[src/rtl/pc_branch_unit_pkg.sv]
// Shared definitions for the program-counter / branch-resolution stage:
// opcode fields, condition codes, flag bit positions and the branch decoder.
package pc_branch_unit_pkg;

  // Major opcode (instr[15:12]) and register-extended sub-opcode (instr[7:4])
  localparam logic [3:0] OP_BCOND  = 4'b1100;
  localparam logic [3:0] OP_REGEXT = 4'b0100;
  localparam logic [3:0] EXT_JCOND = 4'b1100;

  // Positions of the status flags inside the 5-bit {C,L,F,Z,N} vector
  localparam int FLG_C = 4;
  localparam int FLG_L = 3;
  localparam int FLG_F = 2;
  localparam int FLG_Z = 1;
  localparam int FLG_N = 0;

  // Condition codes carried in instr[11:8] of Bcond/Jcond (and later Scond)
  typedef enum logic [3:0] {
    COND_EQ = 4'b0000,
    COND_NE = 4'b0001,
    COND_CS = 4'b0010,
    COND_CC = 4'b0011,
    COND_HI = 4'b0100,
    COND_LS = 4'b0101,
    COND_GT = 4'b0110,
    COND_LE = 4'b0111,
    COND_FS = 4'b1000,
    COND_FC = 4'b1001,
    COND_LO = 4'b1010,
    COND_HS = 4'b1011,
    COND_LT = 4'b1100,
    COND_GE = 4'b1101,
    COND_UC = 4'b1110,
    COND_NV = 4'b1111
  } cond_e;

  // What kind of control transfer the current instruction word describes
  typedef enum logic [1:0] {
    BR_NONE  = 2'b00,
    BR_BCOND = 2'b01,
    BR_JCOND = 2'b10
  } br_kind_e;

  typedef struct packed {
    br_kind_e   kind;
    logic [3:0] cond;
    logic [7:0] disp;
  } br_decode_t;

  // Classify an instruction word; anything not recognised is a plain
  // sequential instruction, so reserved encodings simply fall through to pc+1.
  function automatic br_decode_t decodeInstr(input logic [15:0] instr);
    br_decode_t d;
    d.cond = instr[11:8];
    d.disp = instr[7:0];
    if (instr[15:12] == OP_BCOND) begin
      d.kind = BR_BCOND;
    end else if ((instr[15:12] == OP_REGEXT) && (instr[7:4] == EXT_JCOND)) begin
      d.kind = BR_JCOND;
    end else begin
      d.kind = BR_NONE;
    end
    return d;
  endfunction

endpackage

[src/rtl/pc_branch_unit_if.sv]
// Bundle between the control FSM / datapath and the PC-branch unit.
// The master side supplies strobes and operands; the slave side returns the
// fetch address and status.
interface pc_branch_unit_if #(
  parameter int ADDR_W = 16
);

  logic              pc_enable;
  logic              flags_enable;
  logic [4:0]        flags_in;
  logic [15:0]       instr;
  logic [15:0]       rtarget;
  logic [ADDR_W-1:0] pc;
  logic [ADDR_W-1:0] pc_plus1;
  logic [4:0]        flags;
  logic              taken;
  logic              halted;

  modport master (
    output pc_enable,
    output flags_enable,
    output flags_in,
    output instr,
    output rtarget,
    input  pc,
    input  pc_plus1,
    input  flags,
    input  taken,
    input  halted
  );

  modport slave (
    input  pc_enable,
    input  flags_enable,
    input  flags_in,
    input  instr,
    input  rtarget,
    output pc,
    output pc_plus1,
    output flags,
    output taken,
    output halted
  );

endinterface

[src/rtl/pc_branch_unit_cond_eval.sv]
// Combinational condition evaluator: maps a 4-bit condition code and the
// {C,L,F,Z,N} flags to a single "condition holds" bit.
module pc_branch_unit_cond_eval
  import pc_branch_unit_pkg::*;
(
  input  logic [3:0] cond_i,
  input  logic [4:0] flags_i,
  output logic       true_o
);

  logic flagC;
  logic flagL;
  logic flagF;
  logic flagZ;
  logic flagN;

  assign flagC = flags_i[FLG_C];
  assign flagL = flags_i[FLG_L];
  assign flagF = flags_i[FLG_F];
  assign flagZ = flags_i[FLG_Z];
  assign flagN = flags_i[FLG_N];

  // Truth table of the condition codes; the code space is fully populated.
  always_comb begin
    true_o = 1'b0;
    case (cond_i)
      COND_EQ: true_o = flagZ;
      COND_NE: true_o = ~flagZ;
      COND_CS: true_o = flagC;
      COND_CC: true_o = ~flagC;
      COND_HI: true_o = flagL;
      COND_LS: true_o = ~flagL;
      COND_GT: true_o = flagN;
      COND_LE: true_o = ~flagN;
      COND_FS: true_o = flagF;
      COND_FC: true_o = ~flagF;
      COND_LO: true_o = ~flagL & ~flagZ;
      COND_HS: true_o = flagL | flagZ;
      COND_LT: true_o = ~flagN & ~flagZ;
      COND_GE: true_o = flagN | flagZ;
      COND_UC: true_o = 1'b1;
      COND_NV: true_o = 1'b0;
    endcase
  end

endmodule

[src/rtl/pc_branch_unit.sv]
// Program-counter and branch-resolution stage. Holds the PC and the status
// flags, resolves Bcond/Jcond against the registered flags and produces the
// next fetch address. Flags written on the same edge as a PC advance only
// influence the following instruction.
module pc_branch_unit
  import pc_branch_unit_pkg::*;
#(
  parameter int                ADDR_W   = 16,
  parameter logic [ADDR_W-1:0] RESET_PC = '0
) (
  input logic              clk,
  input logic              reset,
  pc_branch_unit_if.slave  bus
);

  logic [ADDR_W-1:0] pc_q;
  logic [ADDR_W-1:0] pc_d;
  logic [4:0]        flags_q;
  logic              taken_q;
  logic              taken_d;
  logic              halted_q;
  logic              halted_d;

  br_decode_t        dec;
  logic              condTrue;
  logic              redirect;
  logic [15:0]       dispExt;
  logic [ADDR_W-1:0] pcPlus1;
  logic [ADDR_W-1:0] branchTarget;
  logic [ADDR_W-1:0] jumpTarget;
  logic [ADDR_W-1:0] redirectTarget;

  assign dec = decodeInstr(bus.instr);

  pc_branch_unit_cond_eval u_cond_eval (
    .cond_i  (dec.cond),
    .flags_i (flags_q),
    .true_o  (condTrue)
  );

  // Sign-extend the 8-bit displacement to 16 bits, then let the PC-width
  // addition wrap naturally.
  assign dispExt      = {{8{dec.disp[7]}}, dec.disp};
  assign pcPlus1      = pc_q + {{(ADDR_W-1){1'b0}}, 1'b1};
  assign branchTarget = pc_q + dispExt[ADDR_W-1:0];
  assign jumpTarget   = bus.rtarget[ADDR_W-1:0];

  // Next-PC selection; a redirect onto the current PC marks the self-loop halt.
  always_comb begin
    redirect       = 1'b0;
    redirectTarget = jumpTarget;
    case (dec.kind)
      BR_BCOND: begin
        redirect       = condTrue;
        redirectTarget = branchTarget;
      end
      BR_JCOND: begin
        redirect       = condTrue;
        redirectTarget = jumpTarget;
      end
      default: begin
        redirect       = 1'b0;
        redirectTarget = jumpTarget;
      end
    endcase
    pc_d     = redirect ? redirectTarget : pcPlus1;
    taken_d  = redirect;
    halted_d = halted_q | (redirect && (redirectTarget == pc_q));
  end

  // PC/taken/halted advance only on the FSM strobe; flags load independently.
  always_ff @(posedge clk or negedge reset) begin
    if (!reset) begin
      pc_q     <= RESET_PC;
      flags_q  <= 5'b0;
      taken_q  <= 1'b0;
      halted_q <= 1'b0;
    end else begin
      if (bus.pc_enable) begin
        pc_q     <= pc_d;
        taken_q  <= taken_d;
        halted_q <= halted_d;
      end
      if (bus.flags_enable) begin
        flags_q <= bus.flags_in;
      end
    end
  end

  assign bus.pc       = pc_q;
  assign bus.pc_plus1 = pcPlus1;
  assign bus.flags    = flags_q;
  assign bus.taken    = taken_q;
  assign bus.halted   = halted_q;

endmodule
[src/flat_wrapper.sv]
// flat-port wrapper written by rule: the top's interface ports become plain ports
module pc_branch_unit_flat import pc_branch_unit_pkg::*;
#(
  parameter int                ADDR_W   = 16,
  parameter logic [ADDR_W-1:0] RESET_PC = '0
)
  (clk, reset, bus_pc_enable, bus_flags_enable, bus_flags_in, bus_instr, bus_rtarget, bus_pc, bus_pc_plus1, bus_flags, bus_taken, bus_halted);
  pc_branch_unit_if #(.ADDR_W(ADDR_W)) bus_i ();
  input logic clk;
  input logic reset;
  input wire logic [$bits(bus_i.pc_enable)-1:0] bus_pc_enable;
  input wire logic [$bits(bus_i.flags_enable)-1:0] bus_flags_enable;
  input wire logic [$bits(bus_i.flags_in)-1:0] bus_flags_in;
  input wire logic [$bits(bus_i.instr)-1:0] bus_instr;
  input wire logic [$bits(bus_i.rtarget)-1:0] bus_rtarget;
  output wire logic [$bits(bus_i.pc)-1:0] bus_pc;
  output wire logic [$bits(bus_i.pc_plus1)-1:0] bus_pc_plus1;
  output wire logic [$bits(bus_i.flags)-1:0] bus_flags;
  output wire logic [$bits(bus_i.taken)-1:0] bus_taken;
  output wire logic [$bits(bus_i.halted)-1:0] bus_halted;
  assign bus_i.pc_enable = bus_pc_enable;
  assign bus_i.flags_enable = bus_flags_enable;
  assign bus_i.flags_in = bus_flags_in;
  assign bus_i.instr = bus_instr;
  assign bus_i.rtarget = bus_rtarget;
  assign bus_pc = bus_i.pc;
  assign bus_pc_plus1 = bus_i.pc_plus1;
  assign bus_flags = bus_i.flags;
  assign bus_taken = bus_i.taken;
  assign bus_halted = bus_i.halted;
  pc_branch_unit #(.ADDR_W(ADDR_W), .RESET_PC(RESET_PC)) u_core (.clk(clk), .reset(reset), .bus(bus_i));
endmodule
[config.mk]
export PLATFORM = sky130hd
export DESIGN_NAME = pc_branch_unit_flat
export DESIGN_NICKNAME = d
export VERILOG_FILES = /design/src/rtl/pc_branch_unit_pkg.sv /design/src/rtl/pc_branch_unit_if.sv /design/src/rtl/pc_branch_unit_cond_eval.sv /design/src/rtl/pc_branch_unit.sv /design/src/flat_wrapper.sv
export SDC_FILE = /design/constraint.sdc
export NUM_CORES = 1
export LEC_CHECK = 0
export ABC_AREA = 1
export BUFFER_PORTS_ARGS = -buffer_cell sky130_fd_sc_hd__buf_2
export CAP_MARGIN = 20
export CORE_ASPECT_RATIO = 0.75
export CORE_MARGIN = 2
export CORE_UTILIZATION = 55
export CTS_CLUSTER_DIAMETER = 50
export CTS_CLUSTER_SIZE = 12
export DETAILED_ROUTE_END_ITERATION = 7
export PLACE_DENSITY = 0.93
export SETUP_SLACK_MARGIN = 0.15
export SLEW_MARGIN = 0
export SYNTH_ARGS = -nofsm -noshare
export SYNTH_HDL_FRONTEND = slang
export SYNTH_SLANG_ARGS = --single-unit
export TNS_END_PERCENT = 10
[constraint.sdc]
create_clock -name clk -period 5.3 [get_ports clk]
set_input_delay 0.53 -clock clk [delete_from_list [all_inputs] [get_ports clk]]
set_output_delay 0.53 -clock clk [all_outputs]
set_load 0.02 [all_outputs]
After elaboration in Yosys (flattened, before gate mapping):

Cells that the tools add are included.
Widths: inputs -> output; s select.

* logic and storage cells: 47
* register bits after elaboration: 23
* output and inout bits: 39

* multiplexer cells: 6
* reduce and logical (&&, ||, !) cells: 4
* bitwise logic cells: 10
* add/subtract/negate cells: 2
* equal/unequal tests: 21

Operators by type and width (number)
* $eq 4x4->1 const B: 10
* $mux 16: 2
* $eq 4x3->1 const B: 5
* $add 16x1->16 const B: 1
* $add 16x16->16: 1
* $eq 16x16->1: 1
* $pmux 1 s16: 1
* $eq 4x2->1 const B: 2
* $not 1->1: 5
* $eq 4x1->1 const B: 1
* $logic_not 4->1: 1
* $mux 2: 2
* $or 1x1->1: 3
* $and 1x1->1: 2
* $eq 2x1->1 const B: 1
* $eq 2x2->1 const B: 1
* $logic_and 1x1->1: 2
* $reduce_or 2->1: 1
* $mux 1: 1

Depth between registers and ports, before layout:

* depth after elaboration: 9
* mapped depth: 18
* gate-level depth less buffers: 18

By module:

A second synthesis with hierarchy kept.

* cell total of the unflattened synthesis: 516
* area, all modules: 3012.9 um^2

Modules (own cells, without submodules)
* pc_branch_unit: cells an instance 464, area each 2792.7 um^2, times used 1
* pc_branch_unit_cond_eval: cells an instance 52, area each 220.2 um^2, times used 1

Least setup slack after synthesis:

No wires, ideal clock.

* path kind: register -> output
* start point: reg u_core.pc_q[1], in the netlist u_core.bus.pc[1]
* end point: out bus_pc_plus1[14]
* setup slack: 2.942 ns
* stages on the path, launching flop included: 7
* required time: 4.770 ns
* arrival: 1.828 ns
* cell sequence: dfrtp_1 -> ha_1 -> nand4_1 -> inv_1 -> nand4_1 -> nor4_1 -> xor2_1

* longest elaborated chain between the ends: 1

RTL lines
* start: declaration: line pc_branch_unit.sv:16 `logic [ADDR_W-1:0] pc_q;`
* start signal: assignment: line pc_branch_unit.sv:80 `pc_q <= pc_d;`
* $add 16x1->16: line pc_branch_unit.sv:44 `assign pcPlus1 = pc_q + {{(ADDR_W-1){1'b0}}, 1'b1};`
* end: declaration: line flat_wrapper.sv:17 `output wire logic [$bits(bus_i.pc_plus1)-1:0] bus_pc_plus1;`

No other way between the ends.

Final worst setup path:

Same ends and word-level chain as after synthesis.

==> qor.yml <==
status: "finished clean"
cts_sinks: 23
drtAntennaViolNets: 0
multiInputGateArea_um2: 1930
crit_slowest_cell: "dfrtp_1"
worst_pin_slew_ns: 0.899
io_pins: 80
crit_path_cell_trace: "ha_1 > nand4_1 > inv_1 > nand4_1 > nor4_1 > xor2_1 > buf_2"
grt_pass1_vias: 3031
path_delay_family: "simple AND/OR/NAND/NOR gates"
die_h_um: 66.0
die_x_um: 86.7
hold_class: "input pin to async pin"
p_switching_w: 0.000574
r2r_start: "u_core.bus.pc[0]"
p_int_w: 0.000499
gr-total-overflow: 0
fin_ws_ns: 2.51
regArea_um2: 576
start_util_pct: 57.3
finalMaxSlewViolations: 0
power.share.combinational_pct: 62.8
synth-simple-area-share_pct: 47.3
cp_max_fo: 7
cts_tree: "built"
critPathLaunchType: "flip-flop"
synth_xor_area_share_pct: 5.27
finalNetCount: 614
antennaDiodeCount: 0
r2r_end: "u_core.bus.halted"
seq_area_frac_synth_pct: 20.4
clk_latency_ns: 0.27
area_delta_synth_final_pct: 16.6
ys_types: 29
synth-compound-area-share_pct: 7.62
grt_max_degree: 28
layout_min_cycle_time_ns: 2.79
synth_top_family_by_area: "simple AND/OR/NAND/NOR gates"
finClkSkew_ns: 0.00464
synth_seq_cells: 23
rsz0062_at_grt: "no"
gp_congestion: 0.899
critPathKind: "flip-flop to primary output"
critPathMaxStageDelay_ns: 0.52
seq_power_share_pct: 26.4
port-buffer-count: 79
antenna_found_initial: 0
synth_area_per_cell_um2: 5.87
peakVddDrop_uv: 257
post_cts_buffers: 0
fill_cells: 454
die_area_um2: 5730
worst-r2r-setup-slack_ns: 2.58
dr.pass1.iters: 5
whs_ns: 0.225
clk_pin_slew_ns: 0.09
rows: 22
ys.warnings.count: 0
worst_ep_required_time_ns: 4.77
cellLeakagePower_nw: 1.96
wire_per_inst_um: 13.6
drc: 0
numCtsBuffers: 3
cts-root-buf: "clkbuf_8"
dp_slack_ns: 2.55
power_frac_clock_pct: 10.7
synth_fp_nets: 539
grt_pass1_wl_um: 13100
crit_top_cell: "nand4_1"
clockBufferDepth: 2
syn-cell-area_um2: 2820
setup_violations: 0
synth_mux_area_share_pct: 0.399
startpoint: "u_core.bus.pc[1]"
hold_viol: 0
tns_ns: 0
crit_arrival_ns: 2.26
synth_cells: 481
fin_crit_sh_pct: 52.7
drive_gt1_share_pct: 18.0
drt-total-wl_um: 8380
fp.coreArea_um2: 4930
cts_hold_buf: 0
p_sw_share_pct: 53.5
drv_cap: 0
relSlewSlack_pct: 39.8
crit_path_end_kind: "primary output"
fmax_ghz: 0.358
powerDensity_nw_per_um2: 326
vias_per_cell: 5.57
critPathBufInv: 2
drt_iter0_drc: 244
htreeDepth: 1
yosys.area_share.adder_pct: 7.80
grtUsageTotal_pct: 28.9
worst_r2r_path_depth: 16
final_util_pct: 66.8
dp_hpwl_um: 6770
cts_resized: 0
vias: 3428
-- power groups by stage --
stage / Sequential (W) / Combinational, W / Clock [W]
after global placement: 0.000282 / 0.000642 / 0
final: 0.000284 / 0.000674 / 0.000115
after CTS: 0.000281 / 0.000667 / 0.000113
after detailed placement: 0.000284 / 0.000664 / 0
after global routing: 0.000290 / 0.000746 / 0.000120
after floorplan: 0.000309 / 0.000441 / 0
-- cells in the final DEF, fill, tap and decap left out --
master	instances
nor3_4	1
dfrtp_1	23
nor3_1	2
xor2_1	15
o21bai_1	1
fa_1	1
buf_2	79
nor4_1	1
nand4_1	7
clkbuf_1	1
nor2_1	28
a21oi_1	9
o21ai_0	7
inv_1	72
or2_2	11
ha_1	16
mux2_2	1
xnor2_1	2
o221ai_1	7
nand2_2	1
nand3b_1	2
nand3_1	66
clkbuf_8	3
o211ai_1	8
a31oi_1	1
nand2_1	185
nand3_2	2
nor2_2	2
and2_1	1
-- area by class of cell --
type	instances	share of cell area (%)
multi-input combinational	377	58.6
sequential	23	17.5
timing repair buffer	79	12.0
inverter	72	8.21
tap	60	2.28
clock buffer	4	1.37
-- registers in the layout, summed over array words and instances, names as in the netlist --
| signal | count |
|---|---|
| u_core.bus.pc | 16 |
| u_core.bus.halted | 1 |
| u_core.bus.flags | 5 |
| u_core.bus.taken | 1 |
-- cells by family after synthesis --
logic type,count (synthesis)
AOI/OAI and AO/OA,33
xor gates and xnor gates,17
adders and majority gates,17
buffers and inverters,81
DFF,23
muxes,1
and+or+nand+nor,309
-- worst max-delay path by stage --
stage                         to  slack [ns]  cells after the start
2_1_floorplan   bus_pc_plus1[14]        2.94                      6
3_3_place_gp   u_core.bus.halted        2.69                     17
3_5_place_dp   u_core.bus.halted        2.55                     17
4_1_cts         bus_pc_plus1[14]        2.53                      7
5_1_grt         bus_pc_plus1[14]        2.34                      7
6_report        bus_pc_plus1[14]        2.51                      7
-- per-stage QoR --
stage	cells	power, W	instance area [µm²]
6_report	615	0.00107	3290
5_1_grt	615	0.00116	3290
4_1_cts	615	0.00106	3290
3_5_place_dp	611	0.000948	3250
3_3_place_gp	611	0.000924	3250
2_1_floorplan	481	0.000750	2820
-- metal layers --
metal | vias to the layer above | GRT usage, % | part of all wire [%]
met5 | - | 0 | 0
met4 | 0 | 7.81 | 2.0
met3 | 23 | 6.99 | 11
met2 | 193 | 48.8 | 44
met1 | 1517 | 37.1 | 43
li1 | 1695 | - | -
-- synthesized netlist by cell type (all sizes together) --
| library cell | instances | share of area, % |
|---|---|---|
| nand2 | 186 | 25 |
| inv | 72 | 9.6 |
| nand3 | 68 | 12 |
| nor2 | 30 | 4.2 |
| dfrtp | 23 | 20 |
| ha | 16 | 7.1 |
| xor2 | 15 | 4.7 |
| or2 | 11 | 2.4 |
| a21oi | 9 | 1.6 |
| o211ai | 8 | 2.1 |
| nand4 | 7 | 1.6 |
| o21ai | 7 | 1.2 |
| o221ai | 7 | 2.2 |
| buf | 5 | 1.1 |
| clkbuf | 4 | 0.53 |
| nor3 | 3 | 0.93 |
| nand3b | 2 | 0.53 |
| xnor2 | 2 | 0.62 |
| a31oi | 1 | 0.22 |
| and2 | 1 | 0.22 |
| fa | 1 | 0.71 |
| mux2 | 1 | 0.40 |
| nor4 | 1 | 0.22 |
| o21bai | 1 | 0.27 |
Note: power is estimated with default switching activity, not from simulation.
